`src/rtl/spr_dma_if.sv`:
```
// spr_dma_if: CPU/memory bus seen by the sprite DMA engine.
// slave is the DMA side, master is the CPU/memory side.
interface spr_dma_if;
  logic [15:0] cpumc_a_in;
  logic [7:0]  cpumc_din_in;
  logic [7:0]  cpumc_dout_in;
  logic        cpu_r_nw_in;
  logic        active_out;
  logic [15:0] cpumc_a_out;
  logic [7:0]  cpumc_d_out;
  logic        cpumc_r_nw_out;

  modport slave (
    input  cpumc_a_in,
    input  cpumc_din_in,
    input  cpumc_dout_in,
    input  cpu_r_nw_in,
    output active_out,
    output cpumc_a_out,
    output cpumc_d_out,
    output cpumc_r_nw_out
  );

  modport master (
    output cpumc_a_in,
    output cpumc_din_in,
    output cpumc_dout_in,
    output cpu_r_nw_in,
    input  active_out,
    input  cpumc_a_out,
    input  cpumc_d_out,
    input  cpumc_r_nw_out
  );
endinterface

```
`src/rtl/spr_dma.sv`:
```
// spr_dma: copies one 256-byte CPU page into the PPU OAM data port.
// Define SPR_DMA_ODD_ALIGN_EN to add an extra align cycle on odd-cycle triggers.
module spr_dma #(
  parameter logic [15:0] TRIGGER_ADDR  = 16'h4014,
  parameter logic [15:0] OAM_DATA_ADDR = 16'h2004
) (
  input  logic      clk_in,
  input  logic      rst_in,
  spr_dma_if.slave  bus
);

  typedef enum logic [2:0] {
    S_IDLE,
    S_ALIGN,
    S_READ,
    S_WRITE
`ifdef SPR_DMA_ODD_ALIGN_EN
    , S_ALIGN2
`endif
  } state_t;

  state_t      state_q;
  state_t      state_d;
  logic [7:0]  page_q;
  logic [7:0]  page_d;
  logic [7:0]  idx_q;
  logic [7:0]  idx_d;

  logic        trig;
  logic        active;
  logic [15:0] a_out;
  logic [7:0]  d_out;
  logic        r_nw_out;

  assign trig = !bus.cpu_r_nw_in &&
                (bus.cpumc_a_in == TRIGGER_ADDR);

`ifdef SPR_DMA_ODD_ALIGN_EN
  logic par_q;

  // Free-running cycle parity; the first cycle after reset is even.
  always_ff @(posedge clk_in) begin
    if (rst_in) par_q <= 1'b0;
    else        par_q <= ~par_q;
  end
`endif

  // State, page and byte index registers.
  always_ff @(posedge clk_in) begin
    if (rst_in) begin
      state_q <= S_IDLE;
      page_q  <= 8'h00;
      idx_q   <= 8'h00;
    end else begin
      state_q <= state_d;
      page_q  <= page_d;
      idx_q   <= idx_d;
    end
  end

  // Next state and bus outputs; reset forces idle bus values at once.
  always_comb begin
    state_d  = state_q;
    page_d   = page_q;
    idx_d    = idx_q;
    active   = 1'b0;
    a_out    = 16'h0000;
    d_out    = 8'h00;
    r_nw_out = 1'b1;
    if (!rst_in) begin
      unique case (state_q)
        S_IDLE: begin
          if (trig) begin
            page_d  = bus.cpumc_dout_in;
            idx_d   = 8'h00;
            state_d = S_ALIGN;
          end
        end
        S_ALIGN: begin
          active = 1'b1;
`ifdef SPR_DMA_ODD_ALIGN_EN
          // Parity has flipped since the trigger cycle.
          state_d = par_q ? S_READ : S_ALIGN2;
`else
          state_d = S_READ;
`endif
        end
`ifdef SPR_DMA_ODD_ALIGN_EN
        S_ALIGN2: begin
          active  = 1'b1;
          state_d = S_READ;
        end
`endif
        S_READ: begin
          active  = 1'b1;
          a_out   = {page_q, idx_q};
          state_d = S_WRITE;
        end
        S_WRITE: begin
          active   = 1'b1;
          a_out    = OAM_DATA_ADDR;
          d_out    = bus.cpumc_din_in;
          r_nw_out = 1'b0;
          if (idx_q == 8'hFF) begin
            state_d = S_IDLE;
          end else begin
            idx_d   = idx_q + 8'h01;
            state_d = S_READ;
          end
        end
        default: state_d = S_IDLE;
      endcase
    end
  end

  assign bus.active_out     = active;
  assign bus.cpumc_a_out    = a_out;
  assign bus.cpumc_d_out    = d_out;
  assign bus.cpumc_r_nw_out = r_nw_out;

endmodule

```
`src/flat_wrapper.sv`:
```
// flat-port wrapper written by rule: the top's interface ports become plain ports
module spr_dma_flat 
#(
  parameter logic [15:0] TRIGGER_ADDR  = 16'h4014,
  parameter logic [15:0] OAM_DATA_ADDR = 16'h2004
)
  (clk_in, rst_in, bus_cpumc_a_in, bus_cpumc_din_in, bus_cpumc_dout_in, bus_cpu_r_nw_in, bus_active_out, bus_cpumc_a_out, bus_cpumc_d_out, bus_cpumc_r_nw_out);
  spr_dma_if bus_i ();
  input  logic clk_in;
  input  logic rst_in;
  input wire logic [$bits(bus_i.cpumc_a_in)-1:0] bus_cpumc_a_in;
  input wire logic [$bits(bus_i.cpumc_din_in)-1:0] bus_cpumc_din_in;
  input wire logic [$bits(bus_i.cpumc_dout_in)-1:0] bus_cpumc_dout_in;
  input wire logic [$bits(bus_i.cpu_r_nw_in)-1:0] bus_cpu_r_nw_in;
  output wire logic [$bits(bus_i.active_out)-1:0] bus_active_out;
  output wire logic [$bits(bus_i.cpumc_a_out)-1:0] bus_cpumc_a_out;
  output wire logic [$bits(bus_i.cpumc_d_out)-1:0] bus_cpumc_d_out;
  output wire logic [$bits(bus_i.cpumc_r_nw_out)-1:0] bus_cpumc_r_nw_out;
  assign bus_i.cpumc_a_in = bus_cpumc_a_in;
  assign bus_i.cpumc_din_in = bus_cpumc_din_in;
  assign bus_i.cpumc_dout_in = bus_cpumc_dout_in;
  assign bus_i.cpu_r_nw_in = bus_cpu_r_nw_in;
  assign bus_active_out = bus_i.active_out;
  assign bus_cpumc_a_out = bus_i.cpumc_a_out;
  assign bus_cpumc_d_out = bus_i.cpumc_d_out;
  assign bus_cpumc_r_nw_out = bus_i.cpumc_r_nw_out;
  spr_dma #(.TRIGGER_ADDR(TRIGGER_ADDR), .OAM_DATA_ADDR(OAM_DATA_ADDR)) u_core (.clk_in(clk_in), .rst_in(rst_in), .bus(bus_i));
endmodule
```
`config.mk`:
```
export PLATFORM = sky130hd
export DESIGN_NAME = spr_dma_flat
export DESIGN_NICKNAME = d
export VERILOG_FILES = /design/src/rtl/spr_dma_if.sv /design/src/rtl/spr_dma.sv /design/src/flat_wrapper.sv
export SDC_FILE = /design/constraint.sdc
export NUM_CORES = 1
export LEC_CHECK = 0
export CORE_ASPECT_RATIO = 0.75
export CORE_MARGIN = 3
export CORE_UTILIZATION = 27
export CTS_BUF_LIST = sky130_fd_sc_hd__clkbuf_2 sky130_fd_sc_hd__clkbuf_4 sky130_fd_sc_hd__clkbuf_8
export CTS_CLUSTER_DIAMETER = 40
export DETAILED_ROUTE_END_ITERATION = 8
export GPL_TIMING_DRIVEN = 0
export RECOVER_POWER = 50
export SLEW_MARGIN = 20
export SYNTH_ARGS = -nofsm -noshare
export SYNTH_HDL_FRONTEND = slang
export SYNTH_SLANG_ARGS = --single-unit
```
`constraint.sdc`:
```
create_clock -name clk_in -period 1.9 [get_ports clk_in]
set_clock_uncertainty 0.05 [all_clocks]
set_input_delay 0.475 -clock clk_in [delete_from_list [all_inputs] [get_ports clk_in]]
set_output_delay 0.475 -clock clk_in [all_outputs]
set_load 0.05 [all_outputs]
```
==> impl_metrics.tcl <==
set metrics [dict create \
    outcome "complete, no violations" \
    vias_per_cell 5.32 \
    io_buffers 59 \
    post-route-period-util 0.992 \
    p_int_uw 640 \
    fin_nets 258 \
    met1_length_um 1970 \
    worstHoldStart "u_core.page_q[4]" \
    clkLatencyLatePin_ns 0.26 \
    ant_nets 0 \
    rsz0062_at_grt "yes" \
    cap_violations 0 \
    yosysWarnings 0 \
    whs_ns 0.435 \
    slowest_delay_ns 0.35 \
    place_congestion 0.886 \
    switching_share 0.223 \
    critPathKind "flip-flop to output pin" \
    timing.rr.start "u_core.state_q[0]" \
    hold_viol 0 \
    die_y_um 63.8 \
    leakagePower_uw 0.000880 \
    seqPwrFrac 0.455 \
    synth_flop_cell "dfxtp_1" \
    cts_buffers 3 \
    p_clk_frac 0.396 \
    drcViolationCount 0 \
    yosys.cell_types.count 44 \
    worstSetupStartpoint "u_core.state_q[0]" \
    grt_pass1_vias 1485 \
    syn_area_mm2 0.00120 \
    powerDensity_mw_per_mm2 359 \
    synthArstFlopShare 0 \
    report.final.slew_viol_count 0 \
    ys_ff_latch 18 \
    cts_tree "done" \
    n_fill_cell 384 \
    area_growth_pct 90.9 \
    diodes 0 \
    placeableCoreArea_mm2 0.00418 \
    wire_per_inst_um 16.1 \
    die_w_um 83.1 \
    syn_inst 142 \
    period_minus_slack_ns 1.88 \
    drt_iter0_markers 53 \
    final_common_cell "clkdlybuf4s50_1" \
    drive_gt1_frac 0.462 \
    final_util 0.549 \
    hpwlAfterDp_um 3090 \
    slowest_stage "dfxtp_2" \
    holdBufCountCts 0 \
    start_util 0.288 \
    clk_path_buf_depth 2 \
    switching_power_uw 184 \
    grt.total_usage 0.168 \
    synth_edf_count 0 \
    power_frac_comb 0.149 \
    ir_drop_uv 200 \
    syn_nets 178 \
    grt_pass1_wl_um 7250 \
    top_layer "met4" \
    vias 1467 \
    avgSynthCellArea_um2 8.47 \
    critPathLaunchType "flip-flop" \
    worstPathCellList "buf_8 -> nor2_4 -> buf_8 -> and2_4 -> buf_8" \
    layout_common_cells "25 x clkdlybuf4s50_1, 16 x dfxtp_1, 13 x buf_8, 12 x buf_4" \
    cp.arrival_ns 1.36 \
    dr.pass1.iters 4 \
    crit_path_max_fanout 9 \
    grt_max_degree 11 \
    crit_required_ns 1.37 \
    yosysSeqAreaShare 0.300 \
    grt.overflow.total 0 \
    clk_pin_slew_ns 0.07 \
    wl_met3_um 290 \
    fmax_mhz 531 \
    tightest_slew_ns 0.502 \
    root_buffer "clkbuf_8" \
    antenna_found_initial 0 \
    htree_levels 1 \
    final-setup-viol-count 0 \
    cpMostUsedCell "buf_8" \
    critPathCaptureType "output pin" \
    drt-total-wl_um 4460 \
    hold_class "flip-flop to flip-flop" \
    die-area_mm2 0.00530 \
    relSlewSlack 0.666 \
    boundaryPins 61 \
    rows 20 \
    clock-sinks 18 \
    met2_length_um 2100 \
]
-- sequential cells by signal, summed over array words and instances (netlist names) --
register	count
u_core.idx_q	8
u_core.state_q	2
u_core.page_q	8
-- per-stage QoR --
step	worst slack (ns)	power, uW	area (um^2)	TNS, ns	std cells
after global routing	-0.0520	851	2300	-0.609	276
after CTS	-0.0120	819	2210	-0.0369	272
after global placement	-0.878	490	1950	-22.78	256
after floorplan	0.000789	409	1290	0	142
final	0.0158	825	2300	0	276
after detailed placement	-0.887	492	1950	-23.85	256
-- final timing paths --
kind,end,slack [ns],cells after the start
min,u_core.page_q[4],0.43,2
min reg2reg,u_core.page_q[4],0.43,2
max,bus_cpumc_a_out[7],0.02,5
max reg2reg,u_core.idx_q[4],0.13,7
-- Yosys cell counts (all sizes together) (2+ instances only) --
library cell / instances / area (um^2)
nor3: 6 / 30.0
nand2: 2 / 7.51
nor4b: 4 / 56.3
dfxtp: 18 / 360
nor2: 11 / 41.3
nand4b: 8 / 70.1
inv: 7 / 26.3
o211ai: 5 / 51.3
or3: 2 / 12.5
buf: 3 / 27.5
o2111ai: 2 / 17.5
and2: 19 / 119
o21ai: 9 / 45.0
nor4: 2 / 27.5
or4: 2 / 18.8
a21oi: 10 / 50.1
and3: 2 / 12.5
clkbuf: 5 / 20.0
nand3: 6 / 30.0
nand4: 3 / 18.8
-- power by group through the flow --
stage	Clock, uW	Sequential (uW)	Combinational, uW
floorplan	0	386	23.6
global placement	0	386	105
detailed placement	0	386	106
CTS	327	375	116
global route	345	375	131
finish	326	375	123
-- layer usage --
metal	track usage	up-vias
met1	0.212	695
met4	0.0571	0
met2	0.286	71
met3	0.0348	9
met5	0	-
li1	-	692
-- worst max-delay path, delay by kind of cell (launching register included) --
| kind | cells | cell delay [ns] |
|---|---|---|
| DFF | 1 | 0.35 |
| and+or+nand+nor | 2 | 0.32 |
| buffers and inverters | 3 | 0.43 |
-- final cells by class --
cell class	count	area, um^2	area share
inverter	7	30.0	0.0131
timing repair buffer	75	756	0.329
clock buffer	4	55.1	0.0240
buffer	8	85.1	0.0371
sequential	18	365	0.159
multi-input combinational	109	936	0.408
tap	55	68.8	0.0300
-- logic make-up after synthesis --
kind of cell	after synthesis	synth area share
and+or+nand+nor	72	0.413
adders and majority gates	1	0.0104
DFF	18	0.300
buffers and inverters	15	0.0614
xor gates and xnor gates	1	0.00729
AOI/OAI and AO/OA	35	0.208
-- what timing repair did --
item,CTS,global route
setup endpoints to repair,39,37
buffers inserted,10,3
pin swaps,6,8
gates resized for setup,189,34
gates cloned,2,1
(Power assumes the default switching activity.)
